$ cat src/rtl/button_debounce_if.sv
// Button pin/debounced-output bundle between the board KEY pins and the button PIO.
// master drives the raw pins; slave is the debouncer that produces the clean level and pulses.
interface button_debounce_if #(
   parameter int NUM_BTN = 3
);
   logic [NUM_BTN-1:0] btn_raw;
   logic [NUM_BTN-1:0] btn_level;
   logic [NUM_BTN-1:0] btn_press_pulse;
   logic [NUM_BTN-1:0] btn_release_pulse;

   modport master (
      output btn_raw,
      input  btn_level,
      input  btn_press_pulse,
      input  btn_release_pulse
   );

   modport slave (
      input  btn_raw,
      output btn_level,
      output btn_press_pulse,
      output btn_release_pulse
   );
endinterface

$ cat src/rtl/button_debounce.sv
// Per-channel two-flop synchroniser, stability-counter debouncer and polarity normaliser
// producing a clean pressed level plus one-cycle press/release pulses.
module button_debounce #(
   parameter int NUM_BTN       = 3,
   parameter int CNT_WIDTH     = 20,
   parameter int STABLE_CYCLES = 500000,
   parameter int ACTIVE_LOW    = 1
) (
   input logic               clk,
   input logic               reset_n,
   button_debounce_if.slave  btn
);

   localparam logic [NUM_BTN-1:0]   RELEASED_RAW = (ACTIVE_LOW != 0) ? '1 : '0;
   localparam logic [CNT_WIDTH-1:0] LAST_CNT     = CNT_WIDTH'(STABLE_CYCLES - 1);

   logic [NUM_BTN-1:0]   sync1;
   logic [NUM_BTN-1:0]   sync2;
   logic [NUM_BTN-1:0]   sync_pressed;
   logic [NUM_BTN-1:0]   level;
   logic [NUM_BTN-1:0]   press_pulse;
   logic [NUM_BTN-1:0]   rel_pulse;
   logic [CNT_WIDTH-1:0] cnt [NUM_BTN];

   // Synchroniser resets to the released pin level so reset release never looks like a press.
   always_ff @(posedge clk or negedge reset_n) begin
      if (!reset_n) begin
         sync1 <= RELEASED_RAW;
         sync2 <= RELEASED_RAW;
      end else begin
         sync1 <= btn.btn_raw;
         sync2 <= sync1;
      end
   end

   assign sync_pressed = sync2 ^ RELEASED_RAW;

   always_ff @(posedge clk or negedge reset_n) begin
      if (!reset_n) begin
         level       <= '0;
         press_pulse <= '0;
         rel_pulse   <= '0;
         for (int unsigned i = 0; i < NUM_BTN; i++) begin
            cnt[i] <= '0;
         end
      end else begin
         press_pulse <= '0;
         rel_pulse   <= '0;
         for (int unsigned i = 0; i < NUM_BTN; i++) begin
            if (sync_pressed[i] == level[i]) begin
               cnt[i] <= '0;
            end else if (cnt[i] == LAST_CNT) begin
               level[i]       <= sync_pressed[i];
               cnt[i]         <= '0;
               press_pulse[i] <= sync_pressed[i];
               rel_pulse[i]   <= ~sync_pressed[i];
            end else begin
               cnt[i] <= cnt[i] + 1'b1;
            end
         end
      end
   end

   assign btn.btn_level         = level;
   assign btn.btn_press_pulse   = press_pulse;
   assign btn.btn_release_pulse = rel_pulse;

endmodule

$ cat src/flat_wrapper.sv
// flat-port wrapper written by rule: the top's interface ports become plain ports
module button_debounce_flat 
#(
   parameter int NUM_BTN       = 3,
   parameter int CNT_WIDTH     = 20,
   parameter int STABLE_CYCLES = 500000,
   parameter int ACTIVE_LOW    = 1
)
  (clk, reset_n, btn_btn_raw, btn_btn_level, btn_btn_press_pulse, btn_btn_release_pulse);
  button_debounce_if #(.NUM_BTN(NUM_BTN)) btn_i ();
  input logic clk;
  input logic reset_n;
  input wire logic [$bits(btn_i.btn_raw)-1:0] btn_btn_raw;
  output wire logic [$bits(btn_i.btn_level)-1:0] btn_btn_level;
  output wire logic [$bits(btn_i.btn_press_pulse)-1:0] btn_btn_press_pulse;
  output wire logic [$bits(btn_i.btn_release_pulse)-1:0] btn_btn_release_pulse;
  assign btn_i.btn_raw = btn_btn_raw;
  assign btn_btn_level = btn_i.btn_level;
  assign btn_btn_press_pulse = btn_i.btn_press_pulse;
  assign btn_btn_release_pulse = btn_i.btn_release_pulse;
  button_debounce #(.NUM_BTN(NUM_BTN), .CNT_WIDTH(CNT_WIDTH), .STABLE_CYCLES(STABLE_CYCLES), .ACTIVE_LOW(ACTIVE_LOW)) u_core (.clk(clk), .reset_n(reset_n), .btn(btn_i));
endmodule
$ cat config.mk
export PLATFORM = sky130hd
export DESIGN_NAME = button_debounce_flat
export DESIGN_NICKNAME = d
export VERILOG_FILES = /design/src/rtl/button_debounce_if.sv /design/src/rtl/button_debounce.sv /design/src/flat_wrapper.sv
export SDC_FILE = /design/constraint.sdc
export NUM_CORES = 1
export LEC_CHECK = 0
export BUFFER_PORTS_ARGS = -buffer_cell sky130_fd_sc_hd__buf_2
export CORE_MARGIN = 2
export CORE_UTILIZATION = 55
export CTS_BUF_LIST = sky130_fd_sc_hd__clkbuf_16
export DETAILED_ROUTE_END_ITERATION = 8
export PLACE_DENSITY_LB_ADDON = 0.3
export SYNTH_ARGS = -nofsm -noshare
export SYNTH_HDL_FRONTEND = slang
export SYNTH_SLANG_ARGS = --single-unit
$ cat constraint.sdc
create_clock -name clk -period 5.2 [get_ports clk]
set_input_delay 0.78 -clock clk [delete_from_list [all_inputs] [get_ports clk]]
set_output_delay 0.78 -clock clk [all_outputs]
set_load 0.02 [all_outputs]
==> flow_summary.toml, run 1 <==
[timing]
timing.setup.tns_ns = 0
hold_ws_ns = 0.357
drv_slew = 0
achievable-frequency_mhz = 432
post-route-period-util_pct = 44.5
rsz0062_at_grt = "false"
max-slew-margin-rel_pct = 39.0
setup_viol = 0
timing_worst_slew_pin_value_ns = 0.915
finClkSkew_ns = 0.00769
min_period_ns = 2.31
hold_viol = 0

[critical_path]
path_max_fanout = 11
crit_arrival_ns = 2.54
setup.worst_path.start_class = "flip-flop"
cp_data_required_time_ns = 5.42
end_kind = "flip-flop"
criticalPathCategory = "flip-flop to flip-flop"

[clock_network]
clk_root_buffer_cell = "sky130_fd_sc_hd__clkbuf_16"
clock_tree.buffer_depth = 2
post-cts-setup-buffers = 0
clock_latency_on_the_worst_skew_pair_ns = 0.34
post_cts.resized_instances = 0
tritoncts = "done"
htree_levels = 3
clk_transition_reported_paths_ns = 0.06
cts.sink_count = 75
cts_hold_buf = 0
cts_made_buffers = 9

[yosys]
yosysTopAreaCellShare_pct = 49.1
ys_top_cells_by_count = "69 x sky130_fd_sc_hd__dfrtp_1, 51 x sky130_fd_sc_hd__nor2_1, 23 x sky130_fd_sc_hd__nand2_1, 23 x sky130_fd_sc_hd__xnor2_1, 22 x sky130_fd_sc_hd__nand4_1"
cell_area_synth_mm2 = 0.00351
synth_enable_flop_cells = 0
synthMostInstantiatedCell = "sky130_fd_sc_hd__dfrtp_1"
synthesis.area_per_instance_um2 = 10.2
yosysWarningCount = 0
synth-seq-cells = 75
asyncSetResetFlopFracSynth_pct = 100
top_cells_by_area_synth = "sky130_fd_sc_hd__dfrtp_1 49%, sky130_fd_sc_hd__xnor2_1 5.7%, sky130_fd_sc_hd__nor2_1 5.4%"
synthSimpleGateAreaFrac_pct = 25.4
synth_largest_area_cell = "sky130_fd_sc_hd__dfrtp_1"
synth_top_family_by_area = "simple AND/OR/NAND/NOR gates"
syn_inst = 345
yosys.area_share.adder_pct = 1.07
synth.distinct_cells = 37
seq_area_frac_synth_pct = 53.6
post_synth_mux_area_share_pct = 0.285
ys.flop_type = "sky130_fd_sc_hd__dfrtp_1"
post_synth_xor_area_fraction_pct = 10.5
postSynthNetCount = 353
compound_gate_portion_of_the_synthesized_area_pct = 6.70

[detailed_routing]
routed_wl_um = 6610
wl_per_cell_um = 14.8
detail_route.first_pass.iterations = 4
detailed_route_via_count = 2599
detail_route.iter0.violations = 187
route.antenna.remaining_nets = 0
post_drt_via_cell_ratio = 5.84
drc = 0

[power]
power.density_cell_area_mw_per_mm2 = 322
power.share.combinational_pct = 2.6
vdd.ir_drop.worst_mv = 0.212
power_frac_seq_pct = 47.3
internal_power_mw = 0.983
clock_power_share_pct = 50.1
switching_share_pct = 22.9
power.net_switching_mw = 0.291
leakagePower_nw = 1.60

[place]
port_buffers = 13
gp_congestion = 0.813
dp.final_hpwl_um = 4310

[outcome]
status = "finished, final reports clean"

[hold_path]
hold_path.class = "flip-flop to flip-flop"

[floorplan]
core_area_mm2 = 0.00628
dieArea_mm2 = 0.00704
chip_height_um = 83.9
boundaryPins = 14
rows = 29
die-width_um = 83.9
floorplan.initialDensity_pct = 56.0

[job]
maxCapViolCount = 0

[global_route]
pin_count_of_the_biggest_net_entering_global_routing = 76
grt_resource_usage_total_pct = 20.9
grt_pass1_vias = 2509
globalRoute.totalOverflow = 0
grt_pass1_wl_um = 11600
grt_antenna_before_repair = 0

[layout]
fin_nets = 371
finish.utilization_pct = 63.0
synthToLayoutAreaGrowth_pct = 12.5
n_fill_cell = 524
multiInputGateArea_mm2 = 0.00154
final_layout_size_suffix_gt1_share_pct = 12.5
sequential_cell_area_mm2 = 0.00188
antennaDiodeCount = 0
==> metrics by stage <==
stage	cell area, um^2	std cells	power [mW]	setup slack, ns
floorplan	3510	345	0.629	3.16
global placement	3640	429	0.646	2.90
detailed placement	3640	429	0.647	2.86
CTS	3950	445	1.29	2.86
global route	3950	445	1.32	2.70
finish	3950	445	1.27	2.89
==> cell usage in the layout (no fill, tap or decap), types with 9 or more instances in the layout <==
cell and count:
sky130_fd_sc_hd__or4_1 10, sky130_fd_sc_hd__buf_2 12, sky130_fd_sc_hd__dfrtp_1 69, sky130_fd_sc_hd__nand4_1 22, sky130_fd_sc_hd__a21oi_1 15, sky130_fd_sc_hd__xnor2_1 23, sky130_fd_sc_hd__clkbuf_16 9, sky130_fd_sc_hd__nand3_1 15
sky130_fd_sc_hd__inv_1 12, sky130_fd_sc_hd__nand2_1 23, sky130_fd_sc_hd__o21ai_0 10, sky130_fd_sc_hd__nor2_1 51, sky130_fd_sc_hd__nor3_1 10, sky130_fd_sc_hd__or3_1 11, sky130_fd_sc_hd__xor2_1 19
==> cell families after synthesis <==
kind of cell	Yosys count
xor gates and xnor gates	42
buffers and inverters	19
and+or+nand+nor	169
muxes	1
adders and majority gates	3
DFF	75
AOI/OAI and AO/OA	36
==> layout make-up <==
| class | count | area share [%] |
|---|---|---|
| Clock buffer | 9 | 5.70 |
| Tap cell | 77 | 2.44 |
| Sequential cell | 75 | 47.7 |
| Timing Repair Buffer | 14 | 1.90 |
| Inverter | 12 | 1.14 |
| Clock inverter | 7 | 2.09 |
| Multi-Input combinational cell | 251 | 39.1 |
==> power groups by stage <==
stage	combinational (mW)	clock (mW)	sequential, mW
global placement	0.0337	0	0.612
detailed placement	0.0349	0	0.613
finish	0.0333	0.639	0.602
floorplan	0.0183	0	0.611
CTS	0.0349	0.651	0.602
global route	0.0401	0.677	0.603
==> path summary, 6_finish.rpt <==
check,from,end,slack [ns],cells after the start
max in group asynchronous,reset_n,u_core.cnt[55],4.01,1
worst max register to register,u_core.cnt[20],u_core.cnt[27],2.89,6
worst min register to register,u_core.sync1[1],u_core.sync2[1],0.36,0
worst min-delay path,u_core.sync1[1],u_core.sync2[1],0.36,0
worst max-delay path,u_core.cnt[20],u_core.cnt[27],2.89,6
min in group asynchronous,reset_n,u_core.btn.btn_level[1],0.55,1
==> registers in the layout, summed over array words and instances (netlist names) <==
signal                        count
u_core.btn.btn_press_pulse        3
u_core.sync2                      3
u_core.btn.btn_release_pulse      3
u_core.sync1                      3
u_core.btn.btn_level              3
u_core.cnt                       60
==> metal layers <==
layer	vias to the layer above	GRT usage [%]	share of wire [%]
met3	10	5.04	2.9
met2	42	32.3	47
met5	-	0	0
met4	0	9.09	1.9
li1	1268	-	-
met1	1279	28.3	48
==> worst max-delay path, cell delays in order (launching register included) <==
cell                      delay (ns)
sky130_fd_sc_hd__dfrtp_1        0.41
sky130_fd_sc_hd__ha_1           0.23
sky130_fd_sc_hd__nand4_1        0.27
sky130_fd_sc_hd__or2_2          0.39
sky130_fd_sc_hd__o31ai_2        0.54
sky130_fd_sc_hd__buf_4          0.30
sky130_fd_sc_hd__nor2_1         0.07
(Power assumes the default switching activity.)
==> run 2: changes to the inputs <==
ABC_AREA = 1   (was unset)
clock period = 2.1 ns   (was 5.2 ns; I/O delays follow)
==> flow_summary.toml, run 2 <==
[critical_path]
cp_cell_sequence = "ha_1 > nand3_1 > inv_1 > nand2_1 > o21ai_0 > nand3_1 > nor2_1"
path_max_fanout = 4
end_kind = "flip-flop"
timing.critical_path.buf_inv = 1
worst_path_dominant_cell_family = "simple AND/OR/NAND/NOR gates"
cp_num_cells = 7
worst_path_most_repeated_cell = "sky130_fd_sc_hd__nand3_1"
setup.worst_path.start_class = "flip-flop"
r2r.worst_path.cells = 7
criticalPathCategory = "flip-flop to flip-flop"
crit_path_max_incr_delay_ns = 0.38
crit_arrival_ns = 1.78
cp_data_required_time_ns = 2.37
critical-path-slowest-cell = "sky130_fd_sc_hd__dfrtp_1"

[clock_network]
htree_levels = 3
clock_latency_on_the_worst_skew_pair_ns = 0.34
clock_tree.buffer_depth = 2
post_cts.resized_instances = 0
cts.sink_count = 75
post-cts-setup-buffers = 0
cts_made_buffers = 9
cts_hold_buf = 1
clk_transition_reported_paths_ns = 0.06
tritoncts = "done"
clk_root_buffer_cell = "sky130_fd_sc_hd__clkbuf_16"

[detailed_routing]
route.top_layer_used = "met4"
route.met2.wl_um = 4100
detail_route.iter0.violations = 194
routed-wl-met3_um = 310
drc = 0
route.antenna.remaining_nets = 0
wl_per_cell_um = 12.7
detailed_route_via_count = 3383
routed_wl_um = 8290
detail_route.first_pass.iterations = 7
met1_length_um = 3700
post_drt_via_cell_ratio = 5.19

[power]
clock_power_share_pct = 47.4
vdd.ir_drop.worst_mv = 0.410
leakagePower_nw = 1.99
power_frac_seq_pct = 49.2
power.density_cell_area_mw_per_mm2 = 662
power.net_switching_mw = 0.710
internal_power_mw = 2.30
power.share.combinational_pct = 3.4
switching_share_pct = 23.6

[timing]
finClkSkew_ns = 0.00628
timing.setup.tns_ns = 0
timing_worst_slew_pin_value_ns = 0.391
finalWorstSetupSlack_ns = 0.589
min_period_ns = 1.51
setup_viol = 0
rsz0062_at_grt = "false"
post-route-period-util_pct = 71.9
drv_slew = 0
hold_viol = 0
achievable-frequency_mhz = 662
max-slew-margin-rel_pct = 74.0

[place]
dp_worst_setup_slack_ns = 0.668
gp_congestion = 0.946
port_buffers = 13
dp.final_hpwl_um = 6000

[global_route]
grt_resource_usage_total_pct = 22.3
grt_pass1_wl_um = 14600
grt_pass1_vias = 3258
globalRoute.totalOverflow = 0
grt_antenna_before_repair = 0
pin_count_of_the_biggest_net_entering_global_routing = 47

[hold_path]
hold_path.class = "input port to flip-flop"
hold-path-cell-count = 1

[yosys]
ys.flop_type = "sky130_fd_sc_hd__dfrtp_1"
synth.distinct_cells = 26
syn_inst = 522
yosysTopAreaCellShare_pct = 42.6
seq_area_frac_synth_pct = 46.5
yosysWarningCount = 0
postSynthNetCount = 530
top_cells_by_area_synth = "sky130_fd_sc_hd__dfrtp_1 43%, sky130_fd_sc_hd__nor2_1 13%, sky130_fd_sc_hd__nand2_1 9.5%"
ys_top_cells_by_count = "135 x sky130_fd_sc_hd__nor2_1, 103 x sky130_fd_sc_hd__nand2_1, 69 x sky130_fd_sc_hd__dfrtp_1"
synthesis.area_per_instance_um2 = 7.76
synthMostInstantiatedCell = "sky130_fd_sc_hd__nor2_1"
synth_enable_flop_cells = 0
synth-seq-cells = 75
cell_area_synth_mm2 = 0.00405
synth_largest_area_cell = "sky130_fd_sc_hd__dfrtp_1"
asyncSetResetFlopFracSynth_pct = 100

[layout]
layout.cells.most_common = "sky130_fd_sc_hd__nor2_1"
fin_nets = 556
antennaDiodeCount = 0
most-common-layout-cells = "135 x sky130_fd_sc_hd__nor2_1, 103 x sky130_fd_sc_hd__nand2_1, 69 x sky130_fd_sc_hd__dfrtp_1"
n_fill_cell = 622
max_reg_flops = 60
multiInputGateArea_mm2 = 0.00195
synthToLayoutAreaGrowth_pct = 12.5
sequential_cell_area_mm2 = 0.00188
largest-register = "u_core.cnt"
final_layout_size_suffix_gt1_share_pct = 12.8

[floorplan]
boundaryPins = 14
floorplan.initialDensity_pct = 56.4
chip_height_um = 89.8
die-width_um = 89.8
core_area_mm2 = 0.00718
dieArea_mm2 = 0.00807
rows = 31

[outcome]
status = "finished, final reports clean"

[job]
maxCapViolCount = 0
-- run 2: layout make-up --
| class | instances | share of cell area [%] |
|---|---|---|
| Clock buffer | 9 | 4.94 |
| Multi-Input combinational cell | 389 | 42.7 |
| Sequential cell | 75 | 41.4 |
| Clock inverter | 7 | 1.10 |
| Inverter | 55 | 4.53 |
| Timing Repair Buffer | 18 | 2.64 |
| Tap cell | 99 | 2.72 |
-- run 2: worst paths after layout --
path                                 startpoint  slack, ns               to
worst max-delay path              u_core.cnt[0]       0.59   u_core.cnt[16]
worst min-delay path             btn_btn_raw[0]       0.07  u_core.sync1[0]
worst max register to register    u_core.cnt[0]       0.59   u_core.cnt[16]
worst min register to register  u_core.sync1[1]       0.35  u_core.sync2[1]
max in group asynchronous               reset_n       1.04  u_core.sync1[0]
min in group asynchronous               reset_n       0.45   u_core.cnt[36]
-- run 2: cells by family after synthesis --
family | synth area share [%]
flops | 46.5
simple gates | 38.2
fa+ha+maj | 0.927
compound gates | 3.34
xor+xnor | 5.62
buf+inv | 5.44
-- run 2: per-stage QoR --
step                area, um^2  power [mW]  util, %  cells  hold slack, ns
floorplan                 4050        1.56        -    522          0.0194
global placement          4270        1.61     59.5    635           0.261
detailed placement        4270        1.61     59.5    635           0.268
CTS                       4560        3.05     63.5    652          0.0647
global route              4560        3.13     63.5    652          0.0637
finish                    4560        3.01     63.5    652          0.0697
-- run 2: routing by layer --
layer / up-vias / global-route usage, %
li1: 1707 / -
met2: 80 / 38.4
met1: 1576 / 27.9
met3: 20 / 4.11
met5: - / 0
met4: 0 / 9.10
-- run 2: power groups by stage --
stage / clock network, mW / logic (mW) / registers (mW)
5_1_grt: 1.53 / 0.119 / 1.49
6_report: 1.43 / 0.102 / 1.48
3_3_place_gp: 0 / 0.101 / 1.51
2_1_floorplan: 0 / 0.0497 / 1.51
4_1_cts: 1.45 / 0.106 / 1.48
3_5_place_dp: 0 / 0.103 / 1.51
